<file path="src/rtl/reg_file_wb_scheduler.sv">
// reg_file_wb_scheduler
//   Register-file write-back scheduler. Works out each decoded instruction's
//   destination and arbitrates the single register-file write port between
//   1-cycle writers (ALU/immediate/link) and returning loads. Returning loads
//   are held in an in-order outstanding-load queue (LQ).
//
//   Optional feature: define WB_SCOREBOARD_EN to enable busy-register tracking.
//   When enabled, the block stalls on rs/rt read-after-write hazards and on
//   write-after-write hazards against pending loads. When undefined,
//   w_busy_mask is tied to zero and only LQ-full and port-conflict stalls apply.
//
// Ports
//   clock, reset          : clock; asynchronous active-high reset
//   w_issue_valid/ready   : issue handshake (accepted when valid & ready)
//   w_*_op                : decode class flags (alu, imm, jump, reg_jump, mem, write)
//   w_rs, w_rt, w_rd      : register fields
//   w_alu_result          : write data for non-load writers
//   w_mem_rvalid/rdata    : load data return
//   w_en_out/waddr/wdata  : register-file write port (registered)
//   w_busy_mask           : pending load destinations
//   w_lq_count, w_lq_err  : loads outstanding; sticky underflow flag
module reg_file_wb_scheduler #(
  parameter int NREGS    = 32,
  parameter int AW       = $clog2(NREGS),
  parameter int DW       = 32,
  parameter int LQ_DEPTH = 4,
  parameter int LINK_REG = NREGS - 1
) (
  input  logic                        clock,
  input  logic                        reset,
  input  logic                        w_issue_valid,
  output logic                        w_issue_ready,
  input  logic                        w_alu_op,
  input  logic                        w_imm_op,
  input  logic                        w_jump_op,
  input  logic                        w_reg_jump_op,
  input  logic                        w_mem_op,
  input  logic                        w_write_op,
  input  logic [AW-1:0]               w_rs,
  input  logic [AW-1:0]               w_rt,
  input  logic [AW-1:0]               w_rd,
  input  logic [DW-1:0]               w_alu_result,
  input  logic                        w_mem_rvalid,
  input  logic [DW-1:0]               w_mem_rdata,
  output logic                        w_en_out,
  output logic [AW-1:0]               w_waddr_out,
  output logic [DW-1:0]               w_wdata_out,
  output logic [NREGS-1:0]            w_busy_mask,
  output logic [$clog2(LQ_DEPTH):0]   w_lq_count,
  output logic                        w_lq_err
);

  localparam int PW = $clog2(LQ_DEPTH);
  localparam int CW = PW + 1;
  localparam logic [AW-1:0] LINK_ADDR = AW'(LINK_REG);
  localparam logic [CW-1:0] LQ_FULL   = CW'(LQ_DEPTH);

  logic [AW-1:0] lq_q [LQ_DEPTH];
  logic [PW-1:0] wr_ptr_q, rd_ptr_q;
  logic [CW-1:0] count_q, count_d;
  logic          err_q;
  logic          en_q;
  logic [AW-1:0] waddr_q;
  logic [DW-1:0] wdata_q;

  logic          is_load, has_dest, writes;
  logic [AW-1:0] dest, head;
  logic          lq_empty, lq_full, pop, push, accept, alu_wr;
  logic          stall_sb, stall_lq, stall_port;

  // Destination priority: load, alu+imm, jalr, jal, alu.
  always_comb begin
    is_load  = w_mem_op & ~w_write_op;
    has_dest = 1'b1;
    dest     = w_rd;
    if (is_load)                        dest = w_rt;
    else if (w_alu_op && w_imm_op)      dest = w_rt;
    else if (w_jump_op && w_reg_jump_op) dest = w_rd;
    else if (w_jump_op)                 dest = LINK_ADDR;
    else if (w_alu_op)                  dest = w_rd;
    else begin
      has_dest = 1'b0;
      dest     = '0;
    end
  end

  assign writes   = has_dest & (dest != '0);
  assign lq_empty = (count_q == '0);
  assign lq_full  = (count_q == LQ_FULL);
  assign head     = lq_q[rd_ptr_q];
  assign pop      = w_mem_rvalid & ~lq_empty;

  // A load may enter a full queue when the head retires in the same cycle.
  assign stall_lq   = is_load & lq_full & ~pop;
  // Returning load data owns the write port; non-load writers wait.
  assign stall_port = writes & ~is_load & w_mem_rvalid;

`ifdef WB_SCOREBOARD_EN
  logic [NREGS-1:0] busy_q, busy_d;

  assign stall_sb = busy_q[w_rs] | busy_q[w_rt] | (writes & busy_q[dest]);

  // Clear-then-set is safe: a WAW stall prevents issuing to a busy register.
  always_comb begin
    busy_d = busy_q;
    if (pop)                     busy_d[head] = 1'b0;
    if (push && dest != '0)      busy_d[dest] = 1'b1;
    busy_d[0] = 1'b0;
  end

  always_ff @(posedge clock or posedge reset) begin
    if (reset) busy_q <= '0;
    else       busy_q <= busy_d;
  end

  assign w_busy_mask = busy_q;
`else
  logic unused_rs;
  assign unused_rs   = ^w_rs;
  assign stall_sb    = 1'b0;
  assign w_busy_mask = '0;
`endif

  assign w_issue_ready = ~(stall_sb | stall_lq | stall_port);
  assign accept        = w_issue_valid & w_issue_ready;
  assign push          = accept & is_load;
  assign alu_wr        = accept & writes & ~is_load;

  always_comb begin
    count_d = count_q;
    case ({push, pop})
      2'b10:   count_d = count_q + 1'b1;
      2'b01:   count_d = count_q - 1'b1;
      default: count_d = count_q;
    endcase
  end

  // Queue storage needs no reset: entries are only read while counted valid.
  always_ff @(posedge clock) begin
    if (push) lq_q[wr_ptr_q] <= dest;
  end

  always_ff @(posedge clock or posedge reset) begin
    if (reset) begin
      wr_ptr_q <= '0;
      rd_ptr_q <= '0;
      count_q  <= '0;
      err_q    <= 1'b0;
      en_q     <= 1'b0;
      waddr_q  <= '0;
      wdata_q  <= '0;
    end else begin
      count_q <= count_d;
      if (push) wr_ptr_q <= wr_ptr_q + 1'b1;
      if (pop)  rd_ptr_q <= rd_ptr_q + 1'b1;
      if (w_mem_rvalid && lq_empty) err_q <= 1'b1;
      if (pop) begin
        en_q    <= (head != '0);
        waddr_q <= head;
        wdata_q <= w_mem_rdata;
      end else if (alu_wr) begin
        en_q    <= 1'b1;
        waddr_q <= dest;
        wdata_q <= w_alu_result;
      end else begin
        en_q    <= 1'b0;
      end
    end
  end

  assign w_en_out    = en_q;
  assign w_waddr_out = waddr_q;
  assign w_wdata_out = wdata_q;
  assign w_lq_count  = count_q;
  assign w_lq_err    = err_q;

endmodule
</file>
<file path="config.mk">
export PLATFORM = sky130hd
export DESIGN_NAME = reg_file_wb_scheduler
export DESIGN_NICKNAME = d
export VERILOG_FILES = /design/src/rtl/reg_file_wb_scheduler.sv
export SDC_FILE = /design/constraint.sdc
export NUM_CORES = 1
export LEC_CHECK = 0
export CAP_MARGIN = 20
export CORE_UTILIZATION = 40
export DETAILED_ROUTE_END_ITERATION = 7
export DONT_BUFFER_PORTS = 1
export PLACE_DENSITY = 0.59
export SETUP_SLACK_MARGIN = 0.2
export SKIP_LAST_GASP = 1
export SYNTH_ARGS = -nofsm -noshare
export SYNTH_HDL_FRONTEND = slang
export SYNTH_SLANG_ARGS = --single-unit
</file>
<file path="constraint.sdc">
create_clock -name clock -period 3.2 [get_ports clock]
set_input_delay 0.32 -clock clock [delete_from_list [all_inputs] [get_ports clock]]
set_output_delay 0.32 -clock clock [all_outputs]
set_load 0.01 [all_outputs]
</file>
==> results.md, run 1 <==
* Synth async-reset ratio at 69.7%
* Clock Pin Slew Worst Setup and Hold Paths at 0.06 ns
* Row count at 32
* Area growth, synth to finish at 4.64%
* Logic pwr share at 23.1%
* Most used DFF post-synth: dfrtp_1
* Setup Skew at 0.00862 ns
* Placed cell areas at 3280 µm²
* Max Root-Sink Buffers at 2
* Syn Std Cell Area at 3340 µm²
* Grt ovf at 0
* CTS tree: built
* HP Class: in2async
* Port Buf Inserts at 0
* Finished Cell Area at 3500 µm²
* Ratio of cells with drive above 1 in the final layout at 9.23%
* H-tree Lvls at 3
* Fin crit period at 2.63 ns
* Leading area contributor after synthesis: dfrtp_1
* Hold buffer count at CTS at 0
* Crit. End Element: flop
* DRT Wirelength at 6940 µm
* Max-slew violations at 0
* Final hold viol count at 0
* Int Power at 1.82 mW
* Via count at 2236
* TritonCTS Sinks at 66
* CTS Buf Count at 9
* Total Power at 2.76 mW
* Slew @ Worst Pin at 0.943 ns
* Iter 0 DRT Violations at 88
* First drt pass iteration count at 4
* Number of enable flip-flop cells after synthesis at 20
* Synth area leaders: dfrtp_1 34%, edfxtp_1 18%, a21oi_1 9.3%
* Chip Height at 93.4 µm
* Initial Util at 42.4%
* Post-CTS setup buffer count at 0
* Leakage at 1.51 nW
* Crit path launch type: flop
* Num ports at 164
* Cell Chain, Critical Path: or4b_2, and3_1, inv_1, ha_1, inv_1, fa_1, xor2_1, nor2_1, xor2_1
* Placer Congestion at 0.741
* Detail Route Antenna Nets at 0
* Clock Power Share at 26.2%
* Core area at 7890 µm²
* DR DRC count at 0
* DIE WIDTH at 93.4 µm
* Die area at 8720 µm²
* Crit path buffers/inverters at 2
* Max cap viols at 0
* # diodes at 0
* Post-DR wirelength/cell at 15.8 µm
* Via density at 5.11
* Initial antenna violation count at 0
* RSZ-0062 raised after global routing: no
* Top cells by count, synth: 62 x a21oi_1, 46 x dfrtp_1, 46 x nor2_1
* Vias in the first global route at 2144
* Worst path arrival time at 2.88 ns
* Setup CP Type: reg2reg
* Gr usage total at 16.1%
* Setup TNS at 0 ns
* Final setup vio count at 0
* Synth cell types at 37
* Worst rel slew slack at 37.0%
* Yosys warns at 0
* Peak supply drop at 0.362 mV
* Synthesized flop and latch total at 66
* Fin crit share at 82.1%
* Count leader, synth: a21oi_1
* Critical path fanouts, max at 8
* Seq/Total Area, Yosys at 52.4%
* Critical Path RT at 3.46 ns
* CP top delay family: simple AND/OR/NAND/NOR gates
* Root Driver: clkbuf_8
* Outcome: completed
* Synth Area per Inst at 9.91 µm²
* Largest stage delay on the critical path at 0.70 ns
* Pin count of the biggest net entering global routing at 47
* Sequential Power Share at 50.8%
* Synth top area share at 34.5%
* Sw frac at 34.2%
* PD cells at 791 nW/µm²
* CP max stage cell: or4b_2
* Sw power at 946 µW
* Maximum clock frequency at 381 MHz
* Final #Nets at 427
* Post-CTS resize count at 0
* Worst-skew pair later-pin latency at 0.33 ns
* Syn Inst Count at 337
* First-pass GRT wire length at 10500 µm
* Post-DP HPWL at 4940 µm
## kinds of logic (layout without fill, tap and decap cells)
logic type,after synthesis,after routing,synth area share (%)
XOR/XNOR,6,6,1.57
flip-flops,66,66,52.4
adder cells (fa/ha/maj),6,6,2.47
buffers and inverters,60,28,11.6
AO/OA/AOI/OAI,87,87,14.6
multiplexers,6,6,3.67
AND/OR/NAND/NOR,105,105,13.6
other,1,32,0.112
## power groups by stage
| stage | logic [mW] | registers (mW) | clock network, mW |
|---|---|---|---|
| after detailed placement | 0.646 | 1.43 | 0 |
| after floorplan | 0.598 | 1.33 | 0 |
| after global routing | 0.736 | 1.44 | 0.792 |
| after CTS | 0.648 | 1.41 | 0.748 |
| final | 0.638 | 1.40 | 0.724 |
| after global placement | 0.618 | 1.42 | 0 |
## path summary, 6_finish.rpt
kind,startpoint,endpoint,slack [ns],cells past startpoint
worst min-delay path,reset,w_wdata_out[12]$_DFFE_PP0P_,0.08,1
min in group clock,w_mem_rvalid,w_lq_err$_DFFE_PP0P_,0.10,1
worst min register to register,w_lq_err$_DFFE_PP0P_,w_lq_err$_DFFE_PP0P_,0.53,1
worst max register to register,w_lq_count[0]$_DFFE_PP0P_,w_lq_count[2]$_DFFE_PP0P_,0.57,9
worst max-delay path,w_lq_count[0]$_DFFE_PP0P_,w_lq_count[2]$_DFFE_PP0P_,0.57,9
max in group asynchronous,reset,w_waddr_out[1]$_DFFE_PP0P_,2.53,1
## layout by cell type, fill, tap and decap left out, drive strengths merged
| master | instances |
|---|---|
| a21boi | 1 |
| a21o | 1 |
| a21oi | 64 |
| and2 | 5 |
| and3 | 1 |
| buf | 5 |
| clkbuf | 15 |
| conb | 32 |
| dfrtp | 46 |
| edfxtp | 20 |
| fa | 1 |
| ha | 5 |
| inv | 8 |
| mux2i | 1 |
| mux4 | 5 |
| nand2 | 40 |
| nand2b | 2 |
| nor2 | 46 |
| nor2b | 2 |
| nor3 | 2 |
| nor4b | 1 |
| o211a | 2 |
| o211ai | 2 |
| o21ai | 12 |
| o2bb2ai | 5 |
| or2 | 1 |
| or3 | 2 |
| or4 | 2 |
| or4b | 1 |
| xnor2 | 4 |
| xor2 | 2 |
## sequential cells by signal, summed over array words and instances (netlist names)
register,count
lq_q,20
w_waddr_out,5
wr_ptr_q,2
w_wdata_out,32
w_en_out,1
w_lq_count,3
w_lq_err,1
rd_ptr_q,2
## layer usage
metal / vias up / global-route usage [%] / wire length, µm
li1: 1059 / - / -
met1: 1066 / 20.4 / 2910
met2: 107 / 25.4 / 3400
met3: 4 / 6.91 / 577
met4: 0 / 4.36 / 47
met5: - / 0 / 0
## metrics by stage
stage / util [%] / worst slack (ns) / hold WS (ns) / cells
floorplan: - / 0.678 / 0.437 / 368
global placement: 41.5 / 0.634 / 0.441 / 423
detailed placement: 41.5 / 0.572 / 0.448 / 423
CTS: 44.3 / 0.571 / 0.0818 / 438
global route: 44.3 / 0.413 / 0.0768 / 438
finish: 44.3 / 0.572 / 0.0785 / 438
## layout make-up
cell class,count,area [µm²]
Tap cell,102,128
Timing Repair Buffer,5,50.0
Fill cell,758,4390
Sequential cell,66,1750
Clock buffer,15,219
Inverter,8,30.0
Multi-Input combinational cell,242,1320
Note: power is estimated with default switching activity, not from simulation.
==> inputs of run 2 (changes only) <==
ABC_AREA = 1   (was not set)
clock period = 2.5 ns   (was 3.2 ns; I/O delays follow)
==> run 2 against run 1 <==
  * Critical path depth unchanged
  * Sequential share of layout area decreased by 5.9 points
  * Setup slack got worse by 0.14 ns
  * Synthesized cell count grew 35%
  * Clock skew decreased by 0.0042 ns
  * Area after synthesis increased by 14%
  * Hold slack better by 0.042 ns
  * Highest routed layer unchanged
==> results.md, run 2 <==
* Outcome: completed
* Critical path depth at 9 (unchanged)
* Fin util at 43.1% (-1.2 points)
* DP Worst Slack at 0.331 ns (-0.241 ns)
* Post-CTS setup buffer count at 0 (unchanged)
* Yosys warns at 0 (unchanged)
* H-tree Lvls at 3 (unchanged)
* # diodes at 0 (unchanged)
* Worst rel slew slack at 64.8% (+28 points)
* Setup CP Type: reg2reg
* Post-route insts no fill at 569 (+30%)
* Seq/Total Area, Yosys at 46.2% (-6.2 points)
* PD cells at 1010 nW/µm² (+28%)
* Worst-skew pair later-pin latency at 0.33 ns (about the same)
* Post-DP HPWL at 5290 µm (+7.1%)
* Row count at 35 (+9.4%)
* Final hold viol count at 0 (unchanged)
* Commonest non-fill, non-tap cell in the layout: nand2_1
* Critical path fanouts, max at 4 (-4)
* DR DRC count at 0 (unchanged)
* Synthesized flop and latch total at 66 (unchanged)
* Fin crit share at 82.8% (+0.68 points)
* Pin count of the biggest net entering global routing at 81 (+72%)
* Final #Nets at 548 (+28%)
* DRT Wirelength at 7790 µm (+12%)
* Fin crit period at 2.07 ns (-0.558 ns)
* Setup Skew at 0.00447 ns (-0.00416 ns)
* DIE WIDTH at 99.4 µm (+6.4%)
* Crit path buffers/inverters at 1 (-1)
* RSZ-0062 raised after global routing: no
* Slew @ Worst Pin at 0.526 ns (-0.417 ns)
* Placer Congestion at 0.726 (-2.0%)
* Synth cell types at 36 (-2.7%)
* Top cells by count, synth: 186 x nand2_1, 46 x dfrtp_1, 32 x buf_4
* Hold Path Stages at 4
* Max Root-Sink Buffers at 2 (unchanged)
* Worst path arrival time at 2.28 ns (-0.60 ns)
* Maximum clock frequency at 483 MHz (+27%)
* Commonest cells after routing, fill and taps aside: 185 x nand2_1, 45 x dfrtp_1, 32 x conb_1
* Leakage at 2.01 nW (+33%)
* Initial antenna violation count at 0 (unchanged)
* Chip Height at 99.4 µm (+6.4%)
* Num ports at 164 (unchanged)
* Core area at 9200 µm² (+17%)
* CP max stage cell: dfrtp_1
* Detail Route Antenna Nets at 0 (unchanged)
* Via count at 2733 (+22%)
* HP Class: in2reg
* Area growth, synth to finish at 4.52%
* Peak supply drop at 0.608 mV (+68%)
* Setup WS post-layout at 0.430 ns (-0.142 ns)
* Iter 0 DRT Violations at 92 (+4.5%)
* Die area at 9870 µm² (+13%)
* Setup TNS at 0 ns (unchanged)
* Synth Area per Inst at 8.32 µm² (-16%)
* Placed instance count at 551 (+30%)
* Cell Chain, Critical Path: nor2_4, nand3_4, o211ai_2, ha_1, inv_1, fa_1, a21oi_1, o21ai_0, xor2_1
* TritonCTS Sinks at 66 (unchanged)
* Leading area contributor after synthesis: dfrtp_1
* Number of flip-flops in the largest register at 32 (unchanged)
* Count leader, synth: nand2_1
* Vias in the first global route at 2618 (+22%)
* Critical Path RT at 2.71 ns (-0.75 ns)
* Post-DR wirelength/cell at 13.7 µm (-14%)
* Synth async-reset ratio at 69.7% (unchanged)
* Max-slew violations at 0 (unchanged)
* Largest stage delay on the critical path at 0.47 ns (-0.23 ns)
* Gr usage total at 16.0% (-0.16 points)
* Port Buf Inserts at 0 (unchanged)
* Syn Inst Count at 456 (+35%)
* Most used DFF post-synth: dfrtp_1
* Synth area leaders: dfrtp_1 30%, nand2_1 18%, edfxtp_1 16%
* CTS Buf Count at 9 (unchanged)
* Root Driver: clkbuf_8
* First drt pass iteration count at 4 (unchanged)
* Synth top area share at 30.4% (-4.1 points)
* CP top delay family: adder cells
* First-pass GRT wire length at 12200 µm (+17%)
* Ratio of cells with drive above 1 in the final layout at 13.8% (+4.5 points)
* Via density at 4.80 (-5.9%)
* Crit. End Element: flop
* Number of enable flip-flop cells after synthesis at 20 (unchanged)
* Crit path launch type: flop
* CTS tree: built
* Grt ovf at 0 (unchanged)
* Final setup vio count at 0 (unchanged)
* R2R cell count at 9 (unchanged)
* Initial Util at 41.2% (-1.1 points)
* Syn Std Cell Area at 3790 µm² (+14%)
* Clock Pin Slew Worst Setup and Hold Paths at 0.07 ns (about the same)
* Max cap viols at 0 (unchanged)
## run 2: changes by cell type after synthesis, moves of 5 or more
| cell | previous run | this run |
|---|---|---|
| nand2_1 | 40 | 186 |
| a21oi_1 | 62 | 4 |
| nand3_2 | 0 | 20 |
| inv_1 | 8 | 27 |
| nand3_1 | 0 | 19 |
| nor2_1 | 46 | 28 |
| nor2_2 | 0 | 6 |
| and2_1 | 5 | 0 |
| mux4_2 | 5 | 0 |
| o2bb2ai_1 | 5 | 0 |
## run 2: cell type report
class | instances | area, µm²
multi-input combinational | 338 | 1680
timing repair buffer | 7 | 80.1
sequential | 66 | 1750
clock buffer | 14 | 184
inverter | 31 | 118
tap | 111 | 139
clock inverter | 2 | 10.0
fill | 941 | 5230
## run 2: stage by stage
step           cell area [µm²]  power, mW  hold WS (ns)
4_1_cts                   3910       4.02        0.0676
6_report                  3960       4.01         0.120
3_3_place_gp              3720       3.09         0.437
2_1_floorplan             3910       2.89         0.445
3_5_place_dp              3720       3.15         0.430
5_1_grt                   3960       4.34         0.118
## run 2: per-layer routing
| metal | vias to the layer above | global-route usage, % | share of wire [%] |
|---|---|---|---|
| met2 | 114 | 27.2 | 48 |
| met3 | 7 | 3.87 | 7.5 |
| met4 | 0 | 7.81 | 1.6 |
| met1 | 1255 | 18.9 | 43 |
| li1 | 1357 | - | - |
| met5 | - | 0 | 0 |
## run 2: power breakdown
part | switching (mW) | internal, mW | leakage, nW
logic | 0.775 | 0.439 | 1.17
registers | 0.471 | 1.46 | 0.740
clock network | 0.387 | 0.473 | 0.102
total | 1.63 | 2.37 | 2.01
## run 2: path summary, 6_finish.rpt
path	startpoint	end	slack [ns]
worst min-delay path	w_mem_rdata[13]	w_wdata_out[13]$_DFFE_PP0P_	0.12
worst min register to register	w_lq_count[0]$_DFFE_PP0P_	w_lq_count[0]$_DFFE_PP0P_	0.57
min in group asynchronous	reset	wr_ptr_q[1]$_DFFE_PP0P_	0.33
worst max register to register	w_lq_count[1]$_DFFE_PP0P_	w_lq_count[2]$_DFFE_PP0P_	0.43
max in group asynchronous	reset	w_wdata_out[27]$_DFFE_PP0P_	1.68
worst max-delay path	w_lq_count[1]$_DFFE_PP0P_	w_lq_count[2]$_DFFE_PP0P_	0.43
## run 2: kinds of logic after synthesis
family                     share of synthesized area [%]
and+or+nand+nor                                     32.5
DFF                                                 46.2
buffers and inverters                               13.3
other                                             0.0989
AOI/OAI and AO/OA                                   4.82
xor gates and xnor gates                           0.924
adders and majority gates                           2.18
## run 2: what timing repair did
| item | 4_1_cts | 5_1_grt |
|---|---|---|
| endpoints found under the hold margin | 0 | 12 |
| resized for setup | 0 | 5 |
| endpoints found under the setup margin | 0 | 1 |
| hold buffers | 0 | 1 |
## run 2: tightest hold or removal path, stage by stage
cell and delay [ns]:
nand2_1 0.03, nand2_1 0.05, nand2_1 0.05, nand2_1 0.05
==> inputs of run 3 (changes only) <==
clock period = 2.1 ns   (was 2.5 ns; I/O delays follow)
==> run 3 against run 2 <==
  * Global-route usage is 0.48 points higher
  * Hold slack worse by 0.048 ns
  * Clock skew is 0.0054 ns higher
  * First-iteration DRC count is 13% lower
  * Final cell count is 1.2% higher
  * Clock power is 16% higher
  * Total power is 20% higher
  * Fmax is 6.8% higher
  * Wire length is 1.8% higher
  * Combinational power is 31% higher
  * Core utilization is 0.35 points higher
  * Non-clock buffer count is 7 higher
  * Highest routed layer unchanged
==> results.md, run 3 (same netlist as run 2, synthesis figures left out) <==
* Via count at 2790 (+2.1%)
* Initial Util at 41.2% (unchanged)
* Gr usage total at 16.5% (+0.48 points)
* Sequential Power Share at 46.4% (-1.9 points)
* PD cells at 1210 nW/µm² (+19%)
* Grt ovf at 0 (unchanged)
* Slew @ Worst Pin at 0.578 ns (+0.0521 ns)
* Max-slew violations at 0 (unchanged)
* H-tree Lvls at 3 (unchanged)
* Commonest cells after routing, fill and taps aside: 185 x nand2_1, 46 x dfrtp_1, 32 x conb_1
* Setup TNS at 0 ns (unchanged)
* Initial antenna violation count at 0 (unchanged)
* Placed cell areas at 3780 µm² (+1.6%)
* Setup Skew at 0.00984 ns (+0.00537 ns)
* RSZ-0062 raised after global routing: yes
* Max Root-Sink Buffers at 2 (unchanged)
* Setup CP Type: reg2reg
* Clock Pin Slew Worst Setup and Hold Paths at 0.07 ns (about the same)
* Final #Nets at 555 (+1.3%)
* Peak supply drop at 0.807 mV (+33%)
* Commonest non-fill, non-tap cell in the layout: nand2_1
* Final hold viol count at 0 (unchanged)
* Int Power at 2.87 mW (+21%)
* Largest stage delay on the critical path at 0.39 ns (-0.08 ns)
* Area growth, synth to finish at 5.38%
* Row count at 35 (unchanged)
* CTS Buf Count at 9 (unchanged)
* Iter 0 DRT Violations at 80 (-13%)
* DRT Wirelength at 7930 µm (+1.8%)
* HP Class: in2reg
* Fin crit period at 1.94 ns (-0.132 ns)
* Ratio of cells with drive above 1 in the final layout at 15.3% (+1.5 points)
* Port Buf Inserts at 0 (unchanged)
* Cell Chain, Critical Path: nor2_2, nand3_2, o211ai_4, ha_2, inv_2, fa_2, a21oi_2, o21ai_1, xor2_1
* TritonCTS Sinks at 66 (unchanged)
* Leakage at 2.02 nW (+0.75%)
* Fin crit share at 92.3% (+9.5 points)
* Maximum clock frequency at 516 MHz (+6.8%)
* CTS tree: built
* First-pass GRT wire length at 12700 µm (+4.1%)
* Worst path arrival time at 2.16 ns (-0.12 ns)
* Crit path launch type: flop
* Number of flip-flops in the largest register at 32 (unchanged)
* CP max stage cell: dfrtp_1
* Max cap viols at 0 (unchanged)
* Outcome: completed
* Via density at 4.84 (+0.84%)
* Core area at 9200 µm² (unchanged)
* Detail Route Antenna Nets at 0 (unchanged)
* Worst-skew pair later-pin latency at 0.33 ns (about the same)
* Worst rel slew slack at 61.3% (-3.5 points)
* DIE WIDTH at 99.4 µm (unchanged)
* Chip Height at 99.4 µm (unchanged)
* Pin count of the biggest net entering global routing at 81 (unchanged)
* Clock Power Share at 20.8% (-0.6 points)
* Num ports at 164 (unchanged)
* Vias in the first global route at 2543 (-2.9%)
* Critical path fanouts, max at 3 (-1)
* Setup WS post-layout at 0.162 ns (-0.268 ns)
* Die area at 9870 µm² (unchanged)
* Placer Congestion at 0.757 (+4.3%)
* First drt pass iteration count at 4 (unchanged)
* Final setup vio count at 0 (unchanged)
* Logic pwr share at 32.8% (+2.5 points)
* Sw frac at 40.5% (-0.25 points)
* Sw power at 1.95 mW (+19%)
* Post-DP HPWL at 5510 µm (+4.1%)
* DR DRC count at 0 (unchanged)
* Post-DR wirelength/cell at 13.8 µm (+0.56%)
* Critical Path RT at 2.32 ns (-0.39 ns)
* Finished Cell Area at 4000 µm² (+0.82%)
* Crit. End Element: flop
* Root Driver: clkbuf_8
* # diodes at 0 (unchanged)
* DP Worst Slack at 0.0633 ns (-0.267 ns)
## run 3: repair_timing
action	4_1_cts	5_1_grt
setup endpoints to repair	1	25
resized for setup	1	1
pin swaps	3	1
hold buffers	1	0
endpoints found under the hold margin	18	0
buffers inserted	2	0
## run 3: final timing paths
check | startpoint | to | slack (ns) | depth (start not counted)
max reg2reg | w_lq_count[1]$_DFFE_PP0P_ | w_lq_count[2]$_DFFE_PP0P_ | 0.16 | 9
min | w_mem_rdata[7] | w_wdata_out[7]$_DFFE_PP0P_ | 0.07 | 4
min in group asynchronous | reset | w_wdata_out[7]$_DFFE_PP0P_ | 0.33 | 2
min reg2reg | w_lq_err$_DFFE_PP0P_ | w_lq_err$_DFFE_PP0P_ | 0.57 | 1
max in group asynchronous | reset | w_wdata_out[11]$_DFFE_PP0P_ | 1.20 | 3
max | w_lq_count[1]$_DFFE_PP0P_ | w_lq_count[2]$_DFFE_PP0P_ | 0.16 | 9
## run 3: layout make-up
cell class / instances / area, µm²
flip-flops and latches: 66 / 1750
clock buffers: 13 / 139
inverters: 31 / 118
repair buffers: 14 / 120
well taps: 111 / 139
multi-input cells: 338 / 1690
clock inverters: 3 / 40.0
fillers: 915 / 5200
## run 3: routing by layer
metal  track usage [%]  wire, µm  up-vias
li1                  -         -     1374
met1              20.7      3380     1298
met2              27.3      3830      116
met3              5.55       662        2
met4              4.07        51        0
met5                 0         0        -
## run 3: critical path, delay by kind of cell, from the launching register on
family | cells | cell delay [ns]
DFF | 1 | 0.39
and+or+nand+nor | 2 | 0.28
buffers and inverters | 1 | 0.05
xor gates and xnor gates | 1 | 0.14
adders and majority gates | 2 | 0.55
AOI/OAI and AO/OA | 3 | 0.41
## run 3: power by group through the flow
stage | combinational [mW] | sequential [mW] | clock, mW
final | 1.58 | 2.23 | 1.00
after global placement | 1.50 | 2.25 | 0
after CTS | 1.60 | 2.24 | 1.05
after global routing | 1.81 | 2.29 | 1.11
after detailed placement | 1.56 | 2.27 | 0
after floorplan | 1.29 | 2.17 | 0
## run 3: metrics by stage
| stage | cells | utilization (%) | hold slack (ns) | power, mW |
|---|---|---|---|---|
| 4_1_cts | 576 | 43.4 | 0.0518 | 4.89 |
| 5_1_grt | 576 | 43.5 | 0.0690 | 5.21 |
| 3_3_place_gp | 557 | 41.1 | 0.124 | 3.76 |
| 6_report | 576 | 43.5 | 0.0729 | 4.82 |
| 3_5_place_dp | 557 | 41.1 | 0.128 | 3.83 |
| 2_1_floorplan | 487 | - | 0.405 | 3.46 |
